==> src/rtl/lcd_ctrl.sv <==
// lcd_ctrl: HD44780 write sequencer behind the LSU LCD register.
// Captures byte writes and drives setup/EN/hold/exec timing on the pins.
module lcd_ctrl #(
  parameter int unsigned T_POWERUP   = 750000,
  parameter int unsigned T_SETUP     = 2,
  parameter int unsigned T_PULSE     = 12,
  parameter int unsigned T_HOLD      = 2,
  parameter int unsigned T_EXEC      = 2000,
  parameter int unsigned T_EXEC_LONG = 82000,
  parameter int unsigned CNT_W       = 20
) (
  input  logic        clk_i,
  input  logic        rst_ni,
  input  logic [31:0] lcd_reg_i,
  output logic [7:0]  lcd_data_o,
  output logic        lcd_rs_o,
  output logic        lcd_rw_o,
  output logic        lcd_en_o,
  output logic        lcd_on_o,
  output logic [31:0] status_o
);

  typedef enum logic [2:0] {
    POWERUP,
    IDLE,
    SETUP,
    PULSE,
    HOLD,
    EXEC
  } state_t;

  localparam logic [CNT_W-1:0] PU_END  = CNT_W'(T_POWERUP);
  localparam logic [CNT_W-1:0] LD_SET  = CNT_W'(T_SETUP - 1);
  localparam logic [CNT_W-1:0] LD_PUL  = CNT_W'(T_PULSE - 1);
  localparam logic [CNT_W-1:0] LD_HLD  = CNT_W'(T_HOLD - 1);
  localparam logic [CNT_W-1:0] LD_EXE  = CNT_W'(T_EXEC - 1);
  localparam logic [CNT_W-1:0] LD_LONG = CNT_W'(T_EXEC_LONG - 1);
  localparam logic [CNT_W-1:0] ONE     = CNT_W'(1);

  state_t           state_q, state_d;
  logic [CNT_W-1:0] timer_q, timer_d;
  logic             req_q, clr_q;
  logic             req_edge, clr_edge;
  logic             tmr_zero, long_cmd;
  logic             pend_v_q, pend_v_d;
  logic [8:0]       pend_q, pend_d;
  logic [8:0]       req_val, go_val, cur_d;
  logic             go;
  logic             ovf_q, ovf_d;
  logic             init_q, init_d;
  logic             busy_d;
  logic [3:0]       status_q;
  logic             unused_bits;

  assign unused_bits = ^{lcd_reg_i[30:12], lcd_reg_i[8]};
  assign req_edge = lcd_reg_i[10] & ~req_q;
  assign clr_edge = lcd_reg_i[11] & ~clr_q;
  assign req_val  = {lcd_reg_i[9], lcd_reg_i[7:0]};
  assign tmr_zero = (timer_q == '0);
  // clear (0x01) and return-home (0x02/0x03) need the long wait
  assign long_cmd = ~lcd_rs_o
                  & (lcd_data_o[7:2] == 6'd0)
                  & (lcd_data_o[1:0] != 2'd0);
  assign lcd_rw_o = 1'b0;
  assign status_o = {28'd0, status_q};
  assign busy_d   = (state_d != IDLE) | pend_v_d;

  always_comb begin
    state_d  = state_q;
    timer_d  = timer_q;
    pend_v_d = pend_v_q;
    pend_d   = pend_q;
    cur_d    = {lcd_rs_o, lcd_data_o};
    ovf_d    = ovf_q;
    init_d   = init_q;
    go       = 1'b0;
    go_val   = req_val;
    unique case (state_q)
      POWERUP: begin
        if (timer_q == PU_END) begin
          init_d = 1'b1;
          if (pend_v_q) begin
            go       = 1'b1;
            go_val   = pend_q;
            pend_v_d = 1'b0;
          end else begin
            state_d = IDLE;
          end
        end else begin
          timer_d = timer_q + ONE;
        end
      end
      IDLE: ;
      SETUP: begin
        if (tmr_zero) begin
          state_d = PULSE;
          timer_d = LD_PUL;
        end else begin
          timer_d = timer_q - ONE;
        end
      end
      PULSE: begin
        if (tmr_zero) begin
          state_d = HOLD;
          timer_d = LD_HLD;
        end else begin
          timer_d = timer_q - ONE;
        end
      end
      HOLD: begin
        if (tmr_zero) begin
          state_d = EXEC;
          timer_d = long_cmd ? LD_LONG : LD_EXE;
        end else begin
          timer_d = timer_q - ONE;
        end
      end
      EXEC: begin
        if (tmr_zero) begin
          if (pend_v_q) begin
            go       = 1'b1;
            go_val   = pend_q;
            pend_v_d = 1'b0;
          end else begin
            state_d = IDLE;
          end
        end else begin
          timer_d = timer_q - ONE;
        end
      end
      default: state_d = POWERUP;
    endcase

    // set wins over clear when both land together
    if (clr_edge) ovf_d = 1'b0;
    if (req_edge) begin
      if (state_d == IDLE && !go) begin
        go     = 1'b1;
        go_val = req_val;
      end else if (!pend_v_q) begin
        pend_v_d = 1'b1;
        pend_d   = req_val;
      end else begin
        ovf_d = 1'b1;
      end
    end

    if (go) begin
      state_d = SETUP;
      timer_d = LD_SET;
      cur_d   = go_val;
    end
  end

  always_ff @(posedge clk_i) begin
    if (rst_ni) begin
      state_q    <= POWERUP;
      timer_q    <= '0;
      req_q      <= 1'b0;
      clr_q      <= 1'b0;
      pend_v_q   <= 1'b0;
      pend_q     <= '0;
      ovf_q      <= 1'b0;
      init_q     <= 1'b0;
      lcd_data_o <= '0;
      lcd_rs_o   <= 1'b0;
      lcd_en_o   <= 1'b0;
      lcd_on_o   <= 1'b0;
      status_q   <= '0;
    end else begin
      state_q    <= state_d;
      timer_q    <= timer_d;
      req_q      <= lcd_reg_i[10];
      clr_q      <= lcd_reg_i[11];
      pend_v_q   <= pend_v_d;
      pend_q     <= pend_d;
      ovf_q      <= ovf_d;
      init_q     <= init_d;
      lcd_rs_o   <= cur_d[8];
      lcd_data_o <= cur_d[7:0];
      lcd_en_o   <= (state_d == PULSE);
      lcd_on_o   <= lcd_reg_i[31];
      status_q   <= {init_d, ovf_d, pend_v_d, busy_d};
    end
  end

endmodule

==> config.mk <==
export PLATFORM = sky130hd
export DESIGN_NAME = lcd_ctrl
export DESIGN_NICKNAME = d
export VERILOG_FILES = /design/src/rtl/lcd_ctrl.sv
export SDC_FILE = /design/constraint.sdc
export NUM_CORES = 1
export LEC_CHECK = 0
export CAP_MARGIN = 20
export CORE_AREA = 8 8 98 100
export DETAILED_ROUTE_END_ITERATION = 10
export DIE_AREA = 0 0 106 108
export PLACE_DENSITY = 0.77
export SYNTH_ARGS = -nofsm -noshare
export SYNTH_HDL_FRONTEND = slang
export SYNTH_SLANG_ARGS = --single-unit
==> constraint.sdc <==
create_clock -name clk_i -period 3.5 [get_ports clk_i]
set_input_delay 0.35 -clock clk_i [delete_from_list [all_inputs] [get_ports clk_i]]
set_output_delay 0.35 -clock clk_i [all_outputs]
set_load 0.02 [all_outputs]
* After elaboration in Yosys (flattened, before gate mapping)
Cells that the tools add are included.
Cells by class: add/subtract/negate cells 2, equality and inequality tests 13, multiplexer cells 40, bitwise operators 9, reduce and logical (&&, ||, !) cells 12
Operators with widths (number):
- 2-to-1 mux 20 bit | 5
- one-hot mux 20 bit (5 select lines) | 1
- 2-to-1 mux 9 bit | 5
- 2-to-1 mux 3 bit | 7
- adder 20 x 1 -> 20 bit (second input constant) | 1
- equality test 20 bit (second input constant) | 1
- zero test 20 bit | 1
- subtractor 20 x 1 -> 20 bit (second input constant) | 1
- one-hot mux 3 bit (6 select lines) | 1
- one-hot mux 9 bit (2 select lines) | 1
- 2-to-1 mux 1 bit | 17
- 2-to-1 mux 17 bit | 1
- equality test 3 x 2 -> 1 bit (second input constant) | 3
- equality test 3 x 1 -> 1 bit (second input constant) | 2
- equality test 3 bit (second input constant) | 2
- zero test 6 bit | 1
- != test 3 bit (second input constant) | 2
- AND reduction 3 bit | 2
- nonzero test 6 bit | 1
- nonzero test 5 bit | 1
- bitwise AND 1 bit | 4
- != test 2 bit (second input constant) | 2
- NOT 1 bit | 4
- one-hot mux 1 bit (2 select lines) | 2
- 8 further kinds | 8
Storage, ports and cells: register bits 52, input port bits 34, output and inout port bits 44, logic and storage cells 90

* Logic depth before layout (Yosys ltp)
Gate-level depths: netlist of run 1.
depth after elaboration 10, mapped depth 10, gate-level depth less buffers 8

* Worst setup path before layout of run 1
Ideal clock, no wire load.
path type reg2reg, from reg timer_q[12], to reg timer_q[4], library setup time 0.121 ns, data arrival time 2.529 ns, required time 3.379 ns, path slack 0.850 ns, cell stages (with the launch flop) 11, buffers on the path 4, clock period less this slack 2.650 ns, cells stage by stage dfxtp_1 buf_6 or4_1 buf_2 or4_4 buf_6 o31ai_4 buf_6 nor2_2 o31ai_4 a21oi_2
Between the ends: longest elaborated chain between the ends 8, elaborated cells between the ends (all ways) 24, those cells by class 4 x eq/ne; 15 x mux; 5 x reduce/logical
RTL lines:
- start, declared | RTL line 41 | logic [CNT_W-1:0] timer_q, timer_d;
- start signal, assigned | RTL line 172 | timer_q <= timer_d;
- equality test 20 bit / zero test 20 bit (equally long branches) | RTL line 80, 59
- 2-to-1 mux 3 bit (tied with other cells) | RTL line 80 | if (timer_q == PU_END) begin
- one-hot mux 3 bit (6 select lines) / one-hot mux 1 bit (2 select lines) (equally long branches) | RTL line 78 | unique case (state_q)
- equality test 3 x 1 -> 1 bit / zero test 1 bit (equally long branches) | RTL line 137 | if (state_d == IDLE && !go) begin
- logical AND 1 bit | RTL line 137
- 2-to-1 mux 1 bit | RTL line 137
- 2-to-1 mux 1 bit | RTL line 136 | if (req_edge) begin
- OR reduction 2 bit (no line)
Parallel ways exist; a longest one is shown, timed or not. A chain may end at the register's enable or synchronous reset.

* Final worst setup path of run 1
Same ends and word-level chain as after synthesis.

==> results of run 1 <==
## final cells by class
| type | instances | area [um2] |
|---|---|---|
| inverter | 7 | 26.3 |
| fill | 783 | 4220 |
| multi-input combinational | 372 | 2200 |
| sequential | 49 | 981 |
| timing repair buffer | 44 | 400 |
| clock buffer | 5 | 68.8 |
| tap | 105 | 131 |
| clock inverter | 3 | 28.8 |
## layout by cell type, fill, tap and decap left out, types with 17 or more instances in the layout
master            n
nor3_1           18
a21oi_1          39
conb_1           29
nor2_1           41
nand2_1          29
clkdlybuf4s50_1  28
nand3_1          24
nor4_1           17
o21ai_0          19
dfxtp_1          49
## per-layer routing
layer,part of all wire,up-vias
li1,-,1700
met1,0.43,1667
met2,0.46,202
met3,0.091,20
met4,0.018,0
met5,0,-
## worst max-delay path: cells and delay by family (launching register included)
| family | cells | cell delay (ps) |
|---|---|---|
| DFF | 1 | 410 |
| AOI/OAI and AO/OA | 3 | 880 |
| buffers and inverters | 1 | 250 |
| and+or+nand+nor | 3 | 1440 |
## flip-flops by register name, summed over array words and instances (netlist names)
register and flops:
clr_q 1, init_q 1, lcd_data_o 8, lcd_en_o 1, lcd_on_o 1, lcd_rs_o 1, pend_q 9, req_q 1
state_q 3, status_q 3, timer_q 20
## stage by stage
stage | utilization | instance area, um2 | power [mW] | worst slack [ps]
after floorplan | - | 3630 | 0.788 | 850
after global placement | 0.464 | 3740 | 0.824 | 530
after detailed placement | 0.464 | 3740 | 0.829 | 485
after CTS | 0.476 | 3840 | 1.20 | 477
after global routing | 0.476 | 3840 | 1.25 | 205
final | 0.476 | 3840 | 1.20 | 431
## where the power goes
| group | internal [mW] | switching [mW] | leakage (nW) | total [mW] |
|---|---|---|---|---|
| registers | 0.574 | 0.0174 | 0.398 | 0.591 |
| logic | 0.0843 | 0.147 | 0.947 | 0.231 |
| clock network | 0.150 | 0.223 | 0.0506 | 0.373 |
| total | 0.808 | 0.387 | 1.40 | 1.20 |
## kinds of logic (layout without fill, tap and decap cells)
| logic type | count (synthesis) | in the layout | share of synthesized area |
|---|---|---|---|
| compound gates | 128 | 128 | 0.241 |
| xor+xnor | 5 | 5 | 0.0124 |
| fa+ha+maj | 3 | 3 | 0.0107 |
| buf+inv | 78 | 59 | 0.127 |
| flops | 49 | 49 | 0.278 |
| mux | 10 | 10 | 0.0284 |
| other cells | 1 | 29 | 0.00106 |
| simple gates | 197 | 197 | 0.300 |
## final timing paths
path          startpoint  slack (ps)          end  depth (start not counted)
max          timer_q[12]         430   timer_q[4]                          7
min          status_q[2]         490  status_q[2]                          2
min reg2reg  status_q[2]         490  status_q[2]                          2
max reg2reg  timer_q[12]         430   timer_q[4]                          7
==> results.toml, run 1 <==
[run_status]
status = "complete, no violations"

[sta]
finalCriticalPeriod_ps = 3070
setup-violations-final = 0
timing.final.max_slew_violations = 0
fmax_mhz = 326
setup_tns_ps = 0
rsz0062_at_grt = "no"
relSlewSlack = 0.263
clock_skew_ps = 12.8
holdWs_ps = 486
hold_viol = 0
post-route-period-util = 0.877
worst_slew_pin_slew_ps = 1100

[min_path]
hp-class = "reg2reg"

[routing]
routed_wirelength_um = 9980
vias = 3589
drc = 0
dr.pass1.iters = 6
wl_per_cell_um = 17.1
drt_iter0_drc = 570
viasPerCell = 6.14
drt.antenna.violating_nets = 0

[clock_tree]
hold_buffers = 0
cts_tree = "done"
h-tree-depth = 2
ctsResizeCount = 0
path_clk_slew_ps = 110
root_buffer = "clkbuf_8"
cts_buffer_depth = 2
clock_sinks = 49
numCtsBuffers = 5
cts_setup_buffers = 0
clk_latency_ps = 330

[layout]
diodes = 0
drive_gt1_frac = 0.0896
area_growth_pct = 8.84
nets = 516
final_cells = 585

[power_and_ir_drop]
vdd_drop_max_mv = 0.193
p_per_area_nw_per_um2 = 312
leakage_nw = 1.40

[global_route]
gr-usage-met1 = 0.220
grt_pass1_wl_um = 16500
grtUsageMet3 = 0.0446
antenna_found_initial = 0
use_met2 = 0.265
track_usage = 0.170
grt_busiest_layer = "met2"
overflow = 0
grt_start_max_net_pins = 31
grt_pass1_vias = 3437

[floorplan]
dieArea_um2 = 11400
rows = 33
coreArea_um2 = 8050
pin_count = 78
die_width_um = 106
die_height_um = 108
start_util = 0.438

[synth]
ys_ff_latch = 49
ys_top_cells_by_area = "dfxtp_1, buf_4, a21oi_1"
synth_area_per_cell_um2 = 7.48
synth_edf_count = 0
syn_inst = 471
synth.top_cell.area_share = 0.278
yosysSeqAreaShare = 0.278
yosys.area.top_type = "dfxtp_1"
syn-cell-area_um2 = 3520
synthFlopType = "dfxtp_1"
async_flop_share = 0
synth_commonest_cells = "dfxtp_1, nor2_1, a21oi_1"
yosys_warnings = 0
synth_most_common_cell = "dfxtp_1"
yosysUniqueCellTypes = 63

[critical_path]
cp.required_ps = 3720
critPathMaxStageDelay_ps = 730
crit_slowest_cell = "or4_1"
path_max_fanout = 12
path_common_cell = "o31ai_4"
critPathLaunchType = "flip-flop"
worst-setup-path-type = "reg2reg"
worstPathArrival_ps = 3290
cp-end-kind = "flip-flop"
worstPathCellList = "or4_1 > or4_4 > o31ai_4 > buf_4 > nor2_2 > o31ai_4 > a21oi_2"

[place]
dp.cells = 577
hpwl_um = 7070
io_buffers = 28
gp_congestion = 0.966

[flow_run]
drv_cap = 0
Note: power is estimated with default switching activity, not from simulation.
==> run 2: changes to the inputs <==
- clock period: 3.5 -> 3.7 ns (I/O delays scaled with it)
==> run 2 against run 1 <==
  * Maximum frequency up 0.26%
  * Clock-buffer cell count unchanged
  * Total power down 4.9%
  * Register-to-register slack better by 210 ps
  * Sequential share of layout area up 0.12 points
  * Flip-flop and latch count unchanged
  * Die area unchanged
  * Clock skew about the same
  * Global-route usage down 0.52 points
  * Non-clock buffer count down 2
  * Combinational power down 5%
==> results.toml, run 2 (synthesized netlist as in run 1, its figures left out) <==
[routing]
wl_per_cell_um = 16.6
routed_wirelength_um = 9660
drc = 0
drt_iter0_drc = 422
dr.pass1.iters = 5
drt.antenna.violating_nets = 0
vias = 3524
viasPerCell = 6.04

[sta]
finalCriticalPeriod_ps = 3060
holdWs_ps = 491
hold_viol = 0
fmax_mhz = 327
setup-violations-final = 0
setup_tns_ps = 0
timing.final.max_slew_violations = 0
worst_slew_pin_slew_ps = 1020
relSlewSlack = 0.315
post-route-period-util = 0.827
rsz0062_at_grt = "no"
clock_skew_ps = 13.1

[layout]
drive_gt1_frac = 0.0858
top_register = "timer_q"
largest_reg_flops = 20
final_common_cell = "dfxtp_1"
diodes = 0
num-fill-cells = 802
area_growth_pct = 8.34
nets = 514
mostFrequentLayoutCells = "dfxtp_1, nor2_1, a21oi_1"
top_regs = "timer_q (20), pend_q (9), lcd_data_o (8)"

[critical_path]
cp-end-kind = "flip-flop"
cp.required_ps = 3910
worstPathArrival_ps = 3270
path_max_fanout = 10
rrSetupSlack_ps = 640
critPathLaunchType = "flip-flop"
worst-setup-path-type = "reg2reg"

[place]
gp_congestion = 0.928
io_buffers = 28
hpwl_um = 7010

[power_and_ir_drop]
leakage_nw = 1.38
swShare = 0.327
power.switching_mw = 0.372
p_seq_frac = 0.492
clockPowerShare = 0.316
vdd_drop_max_mv = 0.165
p_per_area_nw_per_um2 = 298
p_int_mw = 0.766
pwr-share-comb = 0.192

[global_route]
grt_pass1_vias = 3304
grt_pass1_wl_um = 16000
track_usage = 0.165
antenna_found_initial = 0
overflow = 0
grt_start_max_net_pins = 31

[clock_tree]
ctsResizeCount = 0
numCtsBuffers = 5
clock_sinks = 49
hold_buffers = 0
path_clk_slew_ps = 110
root_buffer = "clkbuf_8"
cts_setup_buffers = 0
cts_tree = "done"
h-tree-depth = 2
clk_latency_ps = 320
cts_buffer_depth = 2

[floorplan]
rows = 33
die_height_um = 108
pin_count = 78
coreArea_um2 = 8050
dieArea_um2 = 11400
start_util = 0.438
die_width_um = 106

[min_path]
hp-class = "reg2reg"

[flow_run]
drv_cap = 0

[run_status]
status = "complete, no violations"
-- run 2: changes by cell type in the layout (fill, tap and decap cells not counted) --
cell / change
buf_4: -3
clkbuf_2: +1
-- run 2: per-layer routing --
layer | vias to the layer above | GRT usage | routed length (um)
li1 | 1695 | - | -
met1 | 1622 | 0.218 | 4160
met2 | 182 | 0.263 | 4520
met3 | 25 | 0.0297 | 802
met4 | 0 | 0.0633 | 173
met5 | - | 0 | 0
-- run 2: path summary, 6_finish.rpt --
check	startpoint	end	depth (start not counted)
setup reg to reg	timer_q[12]	timer_q[19]	7
setup / recovery	timer_q[12]	timer_q[19]	7
hold / removal	status_q[2]	status_q[2]	2
hold reg to reg	status_q[2]	status_q[2]	2
-- run 2: critical path, stage by stage, from the launching register on --
cell and delay [ps]:
dfxtp_1 410, or4_1 720, or4_1 590, nor4_1 400
o31a_1 200, or3_1 320, buf_4 240, a31oi_1 70
-- run 2: through the flow --
| stage | utilization | instances | area (um2) | total power, mW | setup slack, ps |
|---|---|---|---|---|---|
| global placement | 0.462 | 574 | 3720 | 0.780 | 725 |
| detailed placement | 0.462 | 574 | 3720 | 0.785 | 697 |
| global route | 0.474 | 583 | 3820 | 1.19 | 411 |
| finish | 0.474 | 583 | 3820 | 1.14 | 639 |
| floorplan | - | 499 | 3630 | 0.745 | 1050 |
| CTS | 0.474 | 582 | 3810 | 1.14 | 667 |
-- run 2: power groups by stage --
stage | logic [mW] | registers [mW] | clock network (mW)
4_1_cts | 0.214 | 0.559 | 0.367
3_3_place_gp | 0.210 | 0.570 | 0
2_1_floorplan | 0.182 | 0.563 | 0
5_1_grt | 0.239 | 0.562 | 0.390
3_5_place_dp | 0.214 | 0.571 | 0
6_report | 0.219 | 0.560 | 0.359
-- run 2: area by class of cell --
| class | count | area [um2] | share of cell area |
|---|---|---|---|
| Inverter | 7 | 26.3 | 0.00688 |
| Sequential cell | 49 | 981 | 0.257 |
| Tap cell | 105 | 131 | 0.0344 |
| Clock inverter | 3 | 28.8 | 0.00754 |
| Timing Repair Buffer | 42 | 383 | 0.100 |
| Multi-Input combinational cell | 372 | 2200 | 0.576 |
| Clock buffer | 5 | 68.8 | 0.0180 |
